## config.mk

```make
export PLATFORM = sky130hd
export DESIGN_NAME = alu_cmd_issuer
export DESIGN_NICKNAME = d
export VERILOG_FILES = /design/src/rtl/alu_pkg.sv /design/src/rtl/alu_cmd_fifo.sv /design/src/rtl/alu_cmd_issuer.sv
export SDC_FILE = /design/constraint.sdc
export NUM_CORES = 1
export LEC_CHECK = 0
export CORE_ASPECT_RATIO = 1.1
export CORE_MARGIN = 2
export CORE_UTILIZATION = 53
export CTS_CLUSTER_DIAMETER = 50
export CTS_CLUSTER_SIZE = 25
export DETAILED_ROUTE_END_ITERATION = 10
export PLACE_DENSITY = 0.79
export REMOVE_ABC_BUFFERS = 1
export SKIP_CTS_REPAIR_TIMING = 1
export SKIP_LAST_GASP = 1
export SLEW_MARGIN = 30
export SYNTH_ARGS = -nofsm -noshare
export SYNTH_HDL_FRONTEND = slang
export SYNTH_SLANG_ARGS = --single-unit
```

## constraint.sdc

```tcl
create_clock -name clk -period 2.4 [get_ports clk]
set_input_delay 0.36 -clock clk [delete_from_list [all_inputs] [get_ports clk]]
set_output_delay 0.36 -clock clk [all_outputs]
set_load 0.01 [all_outputs]
```

## src/rtl/alu_pkg.sv

```systemverilog
// alu_pkg: opcodes, issuer FSM states and response flag layout shared by the ALU command issuer
// Contents: OP_* opcode constants, FLAG_* bit indices into rsp_flags, state_t, pack_flags()
package alu_pkg;
  localparam logic [3:0] OP_ADD     = 4'b0000;
  localparam logic [3:0] OP_SUB     = 4'b0001;
  localparam logic [3:0] OP_AND     = 4'b0010;
  localparam logic [3:0] OP_OR      = 4'b0011;
  localparam logic [3:0] OP_XOR     = 4'b0100;
  localparam logic [3:0] OP_MUL     = 4'b0101;
  localparam logic [3:0] OP_SHL     = 4'b0110;
  localparam logic [3:0] OP_TANH    = 4'b0111;
  localparam logic [3:0] OP_MAC     = 4'b1000;
  localparam logic [3:0] OP_ILLEGAL = 4'b1111;
  localparam int FLAG_CARRY  = 0;
  localparam int FLAG_BORROW = 1;
  localparam int FLAG_ZERO   = 2;
  localparam int FLAG_ERR    = 3;
  typedef enum logic [1:0] {S_IDLE, S_ISSUE, S_WAIT, S_RESP} state_t;
  function automatic logic [3:0] pack_flags(input logic err, input logic zero, input logic borrow, input logic carry);
    logic [3:0] f;
    f = '0;
    f[FLAG_ERR]    = err;
    f[FLAG_ZERO]   = zero;
    f[FLAG_BORROW] = borrow;
    f[FLAG_CARRY]  = carry;
    return f;
  endfunction
endpackage

```

## src/rtl/alu_cmd_fifo.sv

```systemverilog
// alu_cmd_fifo: DEPTH-entry command FIFO holding {opcode, a, b}, simultaneous push/pop supported
// Ports: clk, rst (async active-low), push/din, pop/dout (head, valid when !empty), full, empty
module alu_cmd_fifo #(
  parameter int WIDTH = 8,
  parameter int DEPTH = 4
) (
  input  logic               clk,
  input  logic               rst,
  input  logic               push,
  input  logic [2*WIDTH+3:0] din,
  input  logic               pop,
  output logic [2*WIDTH+3:0] dout,
  output logic               full,
  output logic               empty
);
  localparam int AW = $clog2(DEPTH);
  logic [2*WIDTH+3:0] mem [DEPTH];
  logic [AW-1:0] wr_ptr, rd_ptr;
  logic [AW:0] count;
  logic do_push, do_pop;
  assign do_push = push && !full;
  assign do_pop  = pop && !empty;
  assign full    = count == (AW+1)'(DEPTH);
  assign empty   = count == '0;
  assign dout    = mem[rd_ptr];
  // pointers wrap naturally because DEPTH is a power of two
  always_ff @(posedge clk or negedge rst) begin
    if (!rst) begin
      wr_ptr <= '0;
      rd_ptr <= '0;
      count  <= '0;
    end else begin
      if (do_push) wr_ptr <= wr_ptr + AW'(1);
      if (do_pop) rd_ptr <= rd_ptr + AW'(1);
      count <= count + (AW+1)'(do_push) - (AW+1)'(do_pop);
    end
  end
  always_ff @(posedge clk) begin
    if (do_push) mem[wr_ptr] <= din;
  end
endmodule

```

## src/rtl/alu_cmd_issuer.sv

```systemverilog
// alu_cmd_issuer: queues ALU commands, issues them one at a time to a fixed-latency ALU, returns responses in order
// Ports: clk, rst (async active-low); cmd_* command stream in; alu_* drive to / results from the ALU;
//        rsp_* response stream out ({err,zero,borrow,carry} flags).
// Option: define ALU_ISSUER_STATS_EN to add issue_count (legal completions) and err_count (illegal opcodes).
module alu_cmd_issuer
  import alu_pkg::*;
#(
  parameter int WIDTH = 8,
  parameter int DEPTH = 4
) (
  input  logic               clk,
  input  logic               rst,
  input  logic               cmd_valid,
  output logic               cmd_ready,
  input  logic [WIDTH-1:0]   cmd_a,
  input  logic [WIDTH-1:0]   cmd_b,
  input  logic [3:0]         cmd_opcode,
  output logic [WIDTH-1:0]   alu_a,
  output logic [WIDTH-1:0]   alu_b,
  output logic [3:0]         alu_opcode,
  output logic               alu_enable,
  input  logic [2*WIDTH-1:0] alu_result,
  input  logic               alu_carry,
  input  logic               alu_borrow,
  input  logic               alu_zero,
  output logic               rsp_valid,
  input  logic               rsp_ready,
  output logic [2*WIDTH-1:0] rsp_result,
  output logic [3:0]         rsp_flags,
  output logic [3:0]         rsp_opcode
`ifdef ALU_ISSUER_STATS_EN
  ,
  output logic [15:0]        issue_count,
  output logic [7:0]         err_count
`endif
);
  state_t state, state_nx;
  logic ready_en, push, pop, full, empty, busy, head_illegal;
  logic [2*WIDTH+3:0] head;
  logic [WIDTH-1:0] cur_a, cur_b;
  logic [3:0] cur_op;
  alu_cmd_fifo #(.WIDTH(WIDTH), .DEPTH(DEPTH)) u_fifo (
    .clk   (clk),
    .rst   (rst),
    .push  (push),
    .din   ({cmd_opcode, cmd_a, cmd_b}),
    .pop   (pop),
    .dout  (head),
    .full  (full),
    .empty (empty)
  );
  // ready_en keeps cmd_ready low during reset and rises on the first edge after release
  assign cmd_ready    = ready_en && !full;
  assign push         = cmd_valid && cmd_ready;
  assign pop          = state == S_IDLE && !empty;
  assign head_illegal = head[2*WIDTH +: 4] == OP_ILLEGAL;
  assign busy         = state == S_ISSUE || state == S_WAIT;
  assign alu_a        = busy ? cur_a : '0;
  assign alu_b        = busy ? cur_b : '0;
  assign alu_opcode   = busy ? cur_op : '0;
  assign alu_enable   = state == S_ISSUE && cur_op == OP_MAC;
  assign rsp_valid    = state == S_RESP;
  always_ff @(posedge clk or negedge rst) begin
    if (!rst) state <= S_IDLE;
    else state <= state_nx;
  end
  always_comb begin
    state_nx = state;
    case (state)
      S_IDLE:  state_nx = empty ? S_IDLE : (head_illegal ? S_RESP : S_ISSUE);
      S_ISSUE: state_nx = S_WAIT;
      S_WAIT:  state_nx = S_RESP;
      S_RESP:  state_nx = rsp_ready ? S_IDLE : S_RESP;
      default: state_nx = S_IDLE;
    endcase
  end
  // illegal commands build their response at pop time; legal ones capture the ALU at the end of WAIT
  always_ff @(posedge clk or negedge rst) begin
    if (!rst) begin
      ready_en   <= 1'b0;
      cur_a      <= '0;
      cur_b      <= '0;
      cur_op     <= '0;
      rsp_result <= '0;
      rsp_flags  <= '0;
      rsp_opcode <= '0;
    end else begin
      ready_en <= 1'b1;
      if (pop) begin
        cur_op <= head[2*WIDTH +: 4];
        cur_a  <= head[WIDTH +: WIDTH];
        cur_b  <= head[0 +: WIDTH];
      end
      if (pop && head_illegal) begin
        rsp_result <= '0;
        rsp_flags  <= pack_flags(1'b1, 1'b0, 1'b0, 1'b0);
        rsp_opcode <= OP_ILLEGAL;
      end
      if (state == S_WAIT) begin
        rsp_result <= alu_result;
        rsp_flags  <= pack_flags(1'b0, alu_zero, alu_borrow, alu_carry);
        rsp_opcode <= cur_op;
      end
    end
  end
`ifdef ALU_ISSUER_STATS_EN
  always_ff @(posedge clk or negedge rst) begin
    if (!rst) begin
      issue_count <= '0;
      err_count   <= '0;
    end else if (rsp_valid && rsp_ready) begin
      if (rsp_flags[FLAG_ERR]) err_count <= err_count + 8'd1;
      else issue_count <= issue_count + 16'd1;
    end
  end
`endif
endmodule
```

==> impl_metrics.json <==
{
  "final_layout_size_suffix_gt1_share_pct": 17.9,
  "use_met1_pct": 23.0,
  "clkSinkCount": 134,
  "p_per_area_nw_per_um2": 1340,
  "fp.dieH_microns": 110,
  "clk_path_buf_depth": 2,
  "multiInputGateArea_sq_um": 1560,
  "setup_slack_ns": -0.0707,
  "vias_per_cell": 5.42,
  "timing.fmax_ghz": 0.405,
  "worstSkewPairLatency_ns": 0.50,
  "worstSetupEndpointType": "output pin",
  "path_class": "reg -> out",
  "die_w_microns": 101,
  "initial_core_util_pct": 54.6,
  "ioPinCount": 90,
  "globalRouteTotalUtil_pct": 19.4,
  "synthAdderAreaFrac_pct": 2.90,
  "antenna_cells": 0,
  "period_needed_ns": 2.47,
  "yosysSeqAreaShare_pct": 69.1,
  "leakage_uw": 0.00280,
  "report.final.slew_viol_count": 0,
  "drt_first_pass_iters": 4,
  "status": "finished with violations",
  "htreeDepth": 4,
  "cts_buffers": 17,
  "netlist_area_sq_um": 5430,
  "synthTopCellsByArea": "edfxtp_1, dfrtp_1, mux4_1",
  "synth_compound_area_share_pct": 3.69,
  "seq_area_sq_um": 3750,
  "hold_path.class": "in -> async",
  "cp.required_ns": 2.04,
  "grt_overflow_total": 0,
  "gp_congestion": 0.709,
  "yosys_warnings": 0,
  "cp.arrival_ns": 2.11,
  "ys_ff_latch": 134,
  "synth_top_family_by_area": "multiplexers",
  "fin_skew_ns": 0.0135,
  "port-buffer-count": 89,
  "syn_avg_cell_area_sq_um": 17.8,
  "grt_pass1_vias": 3057,
  "final_hold_viol_count": 0,
  "tightest_slew_ns": 0.658,
  "design_power_total_uw": 9500,
  "layout_common_cells": "clkdlybuf4s50_1, edfxtp_1, dfrtp_1, and2_1, mux2_2",
  "max_cap_violations": 0,
  "nets": 467,
  "area_delta_synth_final_pct": 30.7,
  "cp-start-kind": "flip-flop",
  "synthMuxAreaShare_pct": 16.9,
  "wirelength_microns": 10100,
  "die_area_sq_um": 11100,
  "yosys.area.top_type": "edfxtp_1",
  "grt_util_met2_pct": 33.6,
  "setup_viol": 13,
  "ant_nets": 0,
  "cp-startpoint": "state[0]",
  "fin_crit_sh_pct": 103,
  "use_met3_pct": 6.49,
  "synth_flop_cell": "edfxtp_1",
  "synthSimpleGateAreaFrac_pct": 3.99,
  "grt_max_degree": 29,
  "violations": "setup timing",
  "grt-busiest-layer": "met2",
  "drt_iter0_markers": 212,
  "synth_edf_count": 80,
  "nFillCells": 596,
  "path_clk_slew_ns": 0.06,
  "crit-reg2reg-launch": "u_fifo.rd_ptr[0]",
  "ir_worst_vdd_uv": 629,
  "final_area_sq_um": 7090,
  "synth_xor_xnor_area_share_pct": 0.807,
  "hpwl_microns": 6150,
  "synth_top_area_share_pct": 44.2,
  "syn-instance-count": 305,
  "cts_root_buf": "clkbuf_8",
  "ys_types": 30,
  "wl_per_cell_microns": 18.5,
  "worst-path-max-fanout": 11,
  "slew-limit-headroom_pct": 56.2,
  "post_dp_cell_area_sq_um": 6490,
  "grt_pass1_wl_microns": 15600,
  "core_area_sq_um": 9940,
  "cts_tree": "yes",
  "rsz0062_at_grt": "yes",
  "postSynth.asyncResetShare_pct": 40.3,
  "fp-row-count": 38,
  "route.detailed.drc": 0,
  "antenna_found_initial": 0,
  "via_count": 2956
}
==> worst paths after layout <==
path                                  to  slack [ns]  depth (start not counted)
max                             alu_a[7]       -0.07                          5
min reg2reg                     cur_a[2]        0.50                          1
min in group clk           rsp_result[5]        0.47                          3
max reg2reg                 rsp_flags[0]        0.46                          4
max in group asynchronous      cur_op[3]        1.37                          3
min                        rsp_result[5]        0.42                          2
==> per-stage QoR <==
stage	cells	utilization [%]	setup TNS, ns	hold WS [ns]	setup slack, ns
global placement	511	65.3	0	0.415	0.460
global route	545	71.4	-2.06	0.448	-0.212
detailed placement	511	65.3	0	0.422	0.408
finish	545	71.4	-0.597	0.422	-0.0707
floorplan	289	-	-9.71	0.0644	-0.415
CTS	543	70.7	-3.01	-0.124	-0.176
==> cell usage after synthesis, types with 2 or more instances <==
cell type and number:
edfxtp_1 80, a221o_1 4, xnor2_1 3, and2_1 28, dfrtp_1 54, nand2_1 2
xor2_1 2, a21oi_1 20, buf_6 4, buf_2 3, inv_1 11, ha_1 11
clkbuf_1 8, mux2i_1 19, mux4_1 11, mux4_2 9, a211oi_1 2, o31a_1 2
mux2_2 21
==> layout make-up <==
class                   instances  share of cell area, %
repair buffers                104                   14.7
well taps                     120                   2.12
flip-flops and latches        134                   52.9
inverters                      11                  0.582
clock buffers                  24                   6.63
multi-input cells             144                   22.0
clock inverters                 8                   1.02
==> cells by family (layout without fill, tap and decap cells) <==
group	Yosys count	after routing
multiplexers	60	60
XOR/XNOR	5	5
other	1	1
buffers and inverters	27	147
AO/OA/AOI/OAI	31	31
adder cells (fa/ha/maj)	12	12
AND/OR/NAND/NOR	35	35
flip-flops	134	134
==> metal layers <==
layer  routed length [microns]  vias to the layer above  part of all wire (%)
met5                         0                        -                     0
met4                        97                        0                  0.96
met3                       561                        9                   5.6
met2                      5300                      105                    52
met1                      4150                     1463                    41
li1                          -                     1379                     -
==> critical path: stages, from the launching register on <==
cell and delay, ns:
dfrtp_1 0.37, inv_1 0.11, ha_4 0.30, buf_6 0.14, and2_1 0.14, clkdlybuf4s50_1 0.55
==> flip-flops by register name, summed over array words and instances, names as in the netlist <==
register       cells
u_fifo.rd_ptr      2
cur_op             4
u_fifo.mem        80
cur_a              8
ready_en           1
rsp_flags          4
cur_b              8
u_fifo.wr_ptr      2
rsp_opcode         4
rsp_result        16
state              2
u_fifo.count       3
==> power breakdown <==
group / internal (uW) / switching, uW
registers: 3090 / 372
logic: 2060 / 1620
clock network: 1450 / 898
Note: power is estimated with default switching activity, not from simulation.
